**src/rtl/serial_subtractor_pkg.sv**
```systemverilog
// Shared types and constants for the bit-serial subtractor.
// Holds the FSM state type, default width and overflow helper.
package serial_subtractor_pkg;

    localparam int unsigned DEFAULT_LENGTH = 16;

    typedef enum logic {
        IDLE = 1'b0,
        RUN  = 1'b1
    } state_t;

    // Signed overflow: operand signs differ and result sign flips from a.
    function automatic logic ovf_calc(
        input logic a_msb,
        input logic b_msb,
        input logic d_msb
    );
        return (a_msb != b_msb) && (d_msb != a_msb);
    endfunction

endpackage

```
**src/rtl/serial_subtractor_if.sv**
```systemverilog
// Request/result bundle between a requester and the serial subtractor.
// Master issues operands and start; slave returns status and result.
interface serial_subtractor_if
    import serial_subtractor_pkg::*;
#(
    parameter int unsigned LENGTH = DEFAULT_LENGTH
);

    logic              start_i;
    logic [LENGTH-1:0] a_i;
    logic [LENGTH-1:0] b_i;
    logic              busy_o;
    logic              done_o;
    logic [LENGTH-1:0] d_o;
    logic              borrow_o;
    logic              ovf_o;

    modport master (
        output start_i,
        output a_i,
        output b_i,
        input  busy_o,
        input  done_o,
        input  d_o,
        input  borrow_o,
        input  ovf_o
    );

    modport slave (
        input  start_i,
        input  a_i,
        input  b_i,
        output busy_o,
        output done_o,
        output d_o,
        output borrow_o,
        output ovf_o
    );

endinterface

```
**src/rtl/serial_subtractor_full_subtractor.sv**
```systemverilog
// One-bit full subtractor: diff and borrow-out of a - b - borrow_in.
// Purely combinational; used once per cycle by the serial datapath.
module full_subtractor (
    input  logic a,
    input  logic b,
    input  logic borrow_in,
    output logic diff,
    output logic borrow_out
);

    assign diff       = a ^ b ^ borrow_in;
    assign borrow_out = (~a & b) | (~(a ^ b) & borrow_in);

endmodule

```
**src/rtl/serial_subtractor.sv**
```systemverilog
// Bit-serial subtractor: one bit per clock, LSB first, LENGTH cycles.
// Result, final borrow and signed overflow update with a done pulse.
module serial_subtractor
    import serial_subtractor_pkg::*;
#(
    parameter int unsigned LENGTH = DEFAULT_LENGTH
) (
    input  logic             clk_i,
    input  logic             rst_ni,
    serial_subtractor_if.slave bus
);

    localparam int unsigned CW = $clog2(LENGTH);
    localparam logic [CW-1:0] LAST = CW'(LENGTH - 1);

    state_t            state;
    state_t            state_next;
    logic              accept;
    logic              last;

    logic [LENGTH-1:0] a_sr;
    logic [LENGTH-1:0] b_sr;
    logic [LENGTH-1:0] d_sr;
    logic [CW-1:0]     cnt;
    logic              borrow_q;

    logic [LENGTH-1:0] d_q;
    logic              borrow_res;
    logic              ovf_q;
    logic              done_q;

    logic              bit_diff;
    logic              bit_borrow;
    logic [LENGTH-1:0] d_full;

    full_subtractor u_fs (
        .a          (a_sr[0]),
        .b          (b_sr[0]),
        .borrow_in  (borrow_q),
        .diff       (bit_diff),
        .borrow_out (bit_borrow)
    );

    // Difference shifts in from the top so bit 0 lands at LSB after LENGTH steps.
    assign d_full = {bit_diff, d_sr[LENGTH-1:1]};

    always_ff @(posedge clk_i or negedge rst_ni) begin
        if (!rst_ni) begin
            state <= IDLE;
        end else begin
            state <= state_next;
        end
    end

    always_comb begin
        state_next = state;
        accept     = 1'b0;
        last       = 1'b0;
        unique case (state)
            IDLE: begin
                if (bus.start_i) begin
                    accept     = 1'b1;
                    state_next = RUN;
                end
            end
            RUN: begin
                if (cnt == LAST) begin
                    last       = 1'b1;
                    state_next = IDLE;
                end
            end
            default: state_next = IDLE;
        endcase
    end

    always_ff @(posedge clk_i or negedge rst_ni) begin
        if (!rst_ni) begin
            a_sr     <= '0;
            b_sr     <= '0;
            d_sr     <= '0;
            cnt      <= '0;
            borrow_q <= 1'b0;
        end else if (accept) begin
            a_sr     <= bus.a_i;
            b_sr     <= bus.b_i;
            d_sr     <= '0;
            cnt      <= '0;
            borrow_q <= 1'b0;
        end else if (state == RUN) begin
            a_sr     <= a_sr >> 1;
            b_sr     <= b_sr >> 1;
            d_sr     <= d_full;
            borrow_q <= bit_borrow;
            if (!last) begin
                cnt <= cnt + CW'(1);
            end
        end
    end

    // On the final step a_sr[0]/b_sr[0] hold the operand sign bits.
    always_ff @(posedge clk_i or negedge rst_ni) begin
        if (!rst_ni) begin
            d_q        <= '0;
            borrow_res <= 1'b0;
            ovf_q      <= 1'b0;
            done_q     <= 1'b0;
        end else begin
            done_q <= 1'b0;
            if (last) begin
                d_q        <= d_full;
                borrow_res <= bit_borrow;
                ovf_q      <= ovf_calc(a_sr[0], b_sr[0], bit_diff);
                done_q     <= 1'b1;
            end
        end
    end

    assign bus.busy_o   = (state == RUN);
    assign bus.done_o   = done_q;
    assign bus.d_o      = d_q;
    assign bus.borrow_o = borrow_res;
    assign bus.ovf_o    = ovf_q;

endmodule

```
**src/flat_wrapper.sv**
```systemverilog
// flat-port wrapper written by rule: the top's interface ports become plain ports
module serial_subtractor_flat import serial_subtractor_pkg::*;
#(
    parameter int unsigned LENGTH = DEFAULT_LENGTH
)
  (clk_i, rst_ni, bus_start_i, bus_a_i, bus_b_i, bus_busy_o, bus_done_o, bus_d_o, bus_borrow_o, bus_ovf_o);
  serial_subtractor_if #(.LENGTH(LENGTH)) bus_i ();
  input  logic clk_i;
  input  logic rst_ni;
  input wire logic [$bits(bus_i.start_i)-1:0] bus_start_i;
  input wire logic [$bits(bus_i.a_i)-1:0] bus_a_i;
  input wire logic [$bits(bus_i.b_i)-1:0] bus_b_i;
  output wire logic [$bits(bus_i.busy_o)-1:0] bus_busy_o;
  output wire logic [$bits(bus_i.done_o)-1:0] bus_done_o;
  output wire logic [$bits(bus_i.d_o)-1:0] bus_d_o;
  output wire logic [$bits(bus_i.borrow_o)-1:0] bus_borrow_o;
  output wire logic [$bits(bus_i.ovf_o)-1:0] bus_ovf_o;
  assign bus_i.start_i = bus_start_i;
  assign bus_i.a_i = bus_a_i;
  assign bus_i.b_i = bus_b_i;
  assign bus_busy_o = bus_i.busy_o;
  assign bus_done_o = bus_i.done_o;
  assign bus_d_o = bus_i.d_o;
  assign bus_borrow_o = bus_i.borrow_o;
  assign bus_ovf_o = bus_i.ovf_o;
  serial_subtractor #(.LENGTH(LENGTH)) u_core (.clk_i(clk_i), .rst_ni(rst_ni), .bus(bus_i));
endmodule
```
**config.mk**
```make
export PLATFORM = sky130hd
export DESIGN_NAME = serial_subtractor_flat
export DESIGN_NICKNAME = d
export VERILOG_FILES = /design/src/rtl/serial_subtractor_pkg.sv /design/src/rtl/serial_subtractor_if.sv /design/src/rtl/serial_subtractor_full_subtractor.sv /design/src/rtl/serial_subtractor.sv /design/src/flat_wrapper.sv
export SDC_FILE = /design/constraint.sdc
export NUM_CORES = 1
export LEC_CHECK = 0
export BUFFER_PORTS_ARGS = -buffer_cell sky130_fd_sc_hd__buf_2
export CAP_MARGIN = 0
export CORE_ASPECT_RATIO = 1.1
export CORE_MARGIN = 2
export CORE_UTILIZATION = 40
export CTS_BUF_LIST = sky130_fd_sc_hd__clkbuf_8
export DETAILED_ROUTE_END_ITERATION = 16
export PLACE_DENSITY = 0.56
export SETUP_SLACK_MARGIN = 0.5
export SLEW_MARGIN = 20
export SYNTH_ARGS = -nofsm -noshare
export SYNTH_HDL_FRONTEND = slang
export SYNTH_HIERARCHICAL = 1
export SYNTH_SLANG_ARGS = --single-unit
```
**constraint.sdc**
```tcl
create_clock -name clk_i -period 1.7 [get_ports clk_i]
set_input_delay 0.17 -clock clk_i [delete_from_list [all_inputs] [get_ports clk_i]]
set_output_delay 0.17 -clock clk_i [all_outputs]
set_load 0.01 [all_outputs]
```
### Word-level counts from Yosys, hierarchy flattened

Index checks and enable logic that the tools add are counted.

* register bits: 73
* input port bits: 35
* output and inout bits: 20
* word-level logic and storage cells: 44

* add/sub/neg operators: 1
* equality and inequality tests: 4
* muxes and demuxes: 18
* bitwise operators: 8
* reduce and logical (&&, ||, !) cells: 3

Operators with widths (number)
* $mux 16: 6
* $mux 4: 3
* $mux 1: 8
* $add 4x1->4 const B: 1
* $eq 4x4->1 const B: 1
* $not 1->1: 3
* $and 1x1->1: 2
* $ne 1x1->1: 2
* $ne 2x1->1 const B: 1
* $pmux 1 s2: 1
* $reduce_and 2->1: 1
* $reduce_bool 2->1: 1
* $xor 1x1->1: 2
* $logic_and 1x1->1: 1
* $or 1x1->1: 1

### Depth between registers and ports, before layout

* depth after elaboration: 6
* depth in mapped cells: 6
* mapped depth without buffers: 5

### Hierarchy

Netlist, hierarchy kept.

By module, submodules not included
* serial_subtractor: times used 1, cells an instance 308, area an instance 3115.5 µm², sequential area each 1801.7 µm²
* full_subtractor: times used 1, cells an instance 4, area an instance 31.3 µm², sequential area each 0.0 µm²

### Worst setup path before layout

No wires, ideal clock.

* path kind: register -> register
* from: register u_core.a_sr[0]
* to: register u_core.ovf_q (netlist: u_core/bus.ovf_o)
* library setup time: 0.126 ns
* arrival: 1.264 ns
* data required time: 1.574 ns
* setup slack: 0.310 ns
* cell stages (with the launch flop): 5
* path buffers: 0
* period minus slack after synthesis: 1.390 ns
* cell sequence: dfrtp_1 -> fa_1 -> and3b_1 -> a21oi_1 -> o21ai_0

* longest elaborated chain between the ends: 4
* elaborated cells on any way between the ends: 5
* those cells by class: 2 x eq/ne; 2 x bitwise; 1 x reduce/logical

RTL lines
* start: declaration: line serial_subtractor.sv:21 `logic [LENGTH-1:0] a_sr;`
* start signal: assignment: line serial_subtractor.sv:84 `a_sr <= bus.a_i;`
* start signal: assignment: line serial_subtractor.sv:90 `a_sr <= a_sr >> 1;`
* $xor 1x1->1 (2 in a row): line serial_subtractor_full_subtractor.sv:11 `assign diff = a ^ b ^ borrow_in;`
* net u_core.bit_diff: line serial_subtractor.sv:32 `logic bit_diff;`
* $ne 1x1->1: line serial_subtractor_pkg.sv:18 `return (a_msb != b_msb) && (d_msb != a_msb);`
* $logic_and 1x1->1: line serial_subtractor_pkg.sv:18
* end signal: assignment: line serial_subtractor.sv:112 `ovf_q <= ovf_calc(a_sr[0], b_sr[0], bit_diff);`
* end: declaration: line serial_subtractor.sv:29 `logic ovf_q;`

The timed path passes the listed nets, and every way through them passes these cells.
A chain may end at the register's enable or synchronous reset.

### Worst setup path after layout

* from: register u_core.cnt[1]
* to: register u_core.ovf_q (netlist: u_core/bus.ovf_o)

* longest elaborated chain between the ends: 3

RTL lines
* start: declaration: line serial_subtractor.sv:24 `logic [CW-1:0] cnt;`
* start signal: assignment: line serial_subtractor.sv:95 `cnt <= cnt + CW'(1);`
* $eq 4x4->1: line serial_subtractor.sv:67 `if (cnt == LAST) begin`
* $mux 1: line serial_subtractor.sv:67
* $mux 1: line serial_subtractor.sv:59 `unique case (state)`

No other way between the ends.

==> run metrics <==
status=finished, final reports clean; number of synthesized register bits=72; fin nets=423; Achievable Freq=0.719 GHz; dpl cells=462; ys flop type=dfrtp_1; post-synthesis average cell area=10.1 sq um; r2r setup slk=0.31 ns; buffers added on ports=54; Synth Area in Compound Gates=8.59%; reg-to-reg critical path endpoint=u_core/bus.ovf_o$_DFFE_PN0P_; TritonCTS clock tree=built; Rows=33; first-pass GRT wire length=10,700 microns; Min-Delay Path Depth=3; clk_lat worst skew=0.34 ns; H-tree depth=3; Post-Route WL=6590 microns; post-synth top area share=57.3%; clock root buffer=clkbuf_8; Synth cell types=25; largest net degree at the start of global routing=42; Iter 0 DRT Violations=about 120; CTS clock-pin slew for the worst setup and hold paths=0.08 ns; mux cell area share after synthesis=a little over a tenth; Storage cell area=between 1500 and 2000 sq um; Setup crit end kind=register; die height=97.0 microns; Hold Path Class=input pin to register; maxcap violations=0; I/O pins=55; synth warn=6; CTS sink cnt=72; top-count cell post-synth=nand2_1; fin. max-slew vios=0; worst hold start=bus_b_i[15]; maximum fanout along the worst path=7; final cell count without fillers=496; r2r worst-path depth=5; vias in the first global route=2,285; Crit Path Category=register to register; Routed WL per cell=13.3 microns; hold endpoint=u_core/b_sr[15]$_DFFE_PN0P_; VDD IR-drop max=0.597 mV; XOR/XNOR share of the synthesized area=0%; final setup vio count=0; setup_tns=0 ns; Worst R2R Start=u_core/cnt[1]$_DFFE_PN0P_; gp weighted congestion=0.703; post-synthesis simple-gate area fraction=17.6%; Overflow after GRT=0; worst slew pin tran=0.479 ns; Arr. time, crit path=1.63 ns; Starting Density=about two fifths; Netlist Area Pre-Place=about 3100 sq um; antenna fix cells=0; syn_nets=349; CP Launch Type=register; Min Hold Slack=0.0793 ns; Post-Synth Adder-Cell Area=1.03%; drt drc=0; Fillers=735; multi-input combinational cell area=1310 sq um; Mapped Cells=roughly 310; Seq/Total Area, Yosys=about 57%; EDFF count, synth=0; drt via density=4.72; Slew headroom=roughly two thirds; Final Skew=0.0125 ns; die area=8590 sq um; instance area after placement=3520 sq um; initial antenna violation count=0; Die Width=88.6 microns; drt first pass iters=4; largest family of logic cells by synthesized area=simple AND/OR/NAND/NOR gates; layout cells sized above 1=33.5%; CTS Buf Count=9; post-DP HPWL=4150 microns; Clock Path Buffers=2; total track usage=15.9%; Vias=between 2,000 and 2,500; Synth area leaders=dfrtp_1, nand2_1, mux2i_1, o21ai_0, nand2b_1; RSZ-0062 raised after global routing=yes; post-route ant nets=0; top post-synthesis cells by count=nand2_1, dfrtp_1, mux2i_1; Final Cell Area=between 4000 and 5000 sq um; Final Critical Period=1.39 ns; Final Cycle Share=81.8%; Layout area overhead=29.1%; core area=7560 sq um; Pleak=0.00206 uW; Async SR Flop Fraction=between 90% and 100%; P per Cell Area=1670 nW/um^2; Worst Path Required=between 1.5 and 2 ns; cell taking the most area after synthesis=dfrtp_1; Fin. Hold Viols=0
-- registers in the layout, indices dropped and copies added (netlist names) --
signal               cells
u_core/bus.ovf_o         1
u_core/cnt               4
u_core/bus.borrow_o      1
u_core/b_sr             16
u_core/bus.done_o        1
u_core/bus.d_o          16
u_core/bus.busy_o        1
u_core/a_sr             16
u_core/borrow_q          1
u_core/d_sr             15
-- worst max-delay path: stages, from the launching register on --
cell and delay [ns]:
dfrtp_1 0.41, ha_4 0.18, nand4_4 0.30, clkbuf_16 0.29, nand2_1 0.06, o21ai_1 0.05
-- power by group --
part / switching, uW / leakage, uW / total [uW] / internal [uW]
Clock: 644 / 0.0000962 / 1310 / 665
Combinational: 1310 / 0.00103 / 2550 / 1230
Sequential: 507 / 0.000933 / 2930 / 2420
-- through the flow --
stage	setup slack (ns)	utilization [%]	power [uW]
6_report	0.309	53.8	6780
5_1_grt	0.232	53.8	7330
4_1_cts	0.294	50.0	6350
3_5_place_dp	0.248	46.6	4860
3_3_place_gp	0.306	46.6	4780
2_1_floorplan	0.345	-	4290
-- layout make-up --
type                            instances  area share (%)
Sequential cell                        72            44.4
Clock inverter                          7            1.57
Tap cell                              105            3.23
Clock buffer                            9            3.05
Inverter                                4           0.677
Multi-Input combinational cell        216            32.2
Timing Repair Buffer                   81            14.4
Timing Repair inverter                  2           0.493
-- routing by layer --
metal	GRT usage, %	routed length (microns)
met5	0	0
met2	24.1	3170
met1	21.6	3030
met3	3.84	283
met4	6.64	99
-- worst max-delay path by stage --
stage / startpoint / end / slack, ns / cells after the start
final: u_core/cnt[1]$_DFFE_PN0P_ / u_core/bus.ovf_o$_DFFE_PN0P_ / 0.31 / 5
after floorplan: u_core/b_sr[0]$_DFFE_PN0P_ / u_core/bus.ovf_o$_DFFE_PN0P_ / 0.34 / 5
after detailed placement: u_core/b_sr[0]$_DFFE_PN0P_ / u_core/bus.ovf_o$_DFFE_PN0P_ / 0.25 / 5
after CTS: u_core/b_sr[0]$_DFFE_PN0P_ / u_core/bus.ovf_o$_DFFE_PN0P_ / 0.29 / 5
after global routing: u_core/borrow_q$_DFFE_PN0P_ / u_core/bus.ovf_o$_DFFE_PN0P_ / 0.23 / 5
after global placement: u_core/b_sr[0]$_DFFE_PN0P_ / u_core/bus.ovf_o$_DFFE_PN0P_ / 0.31 / 5
-- cell usage in the layout, fill, tap and decap left out, types with 2 or more instances in the layout --
cell and instances:
mux2i_1 33, dfrtp_1 71, nand2b_1 15, clkbuf_16 2, inv_2 2, buf_2 52, nor2_1 6, clkinvlp_4 2
buf_8 2, nand3_1 3, o21ai_0 22, o21ai_1 24, nand2_2 18, buf_4 16, buf_12 3, clkbuf_8 9
a22o_1 2, nand2_4 7, clkinv_2 3, buf_6 5, inv_1 2, nand2_1 74
-- kinds of logic after synthesis --
| logic type | count (synthesis) |
|---|---|
| buffers and inverters | 24 |
| adders and majority gates | 2 |
| and+or+nand+nor | 129 |
| AOI/OAI and AO/OA | 52 |
| DFF | 72 |
| muxes | 33 |
-- what timing repair did --
action                                  4_1_cts  5_1_grt
hold buffers                                  1        0
pin swaps                                     1       36
resized for setup                             8       54
gates cloned                                  0        5
endpoints found under the setup margin       45       55
setup buffers                                 5        7
hold endpoints to repair                     32        0
Power figures use the tool's default switching activity.
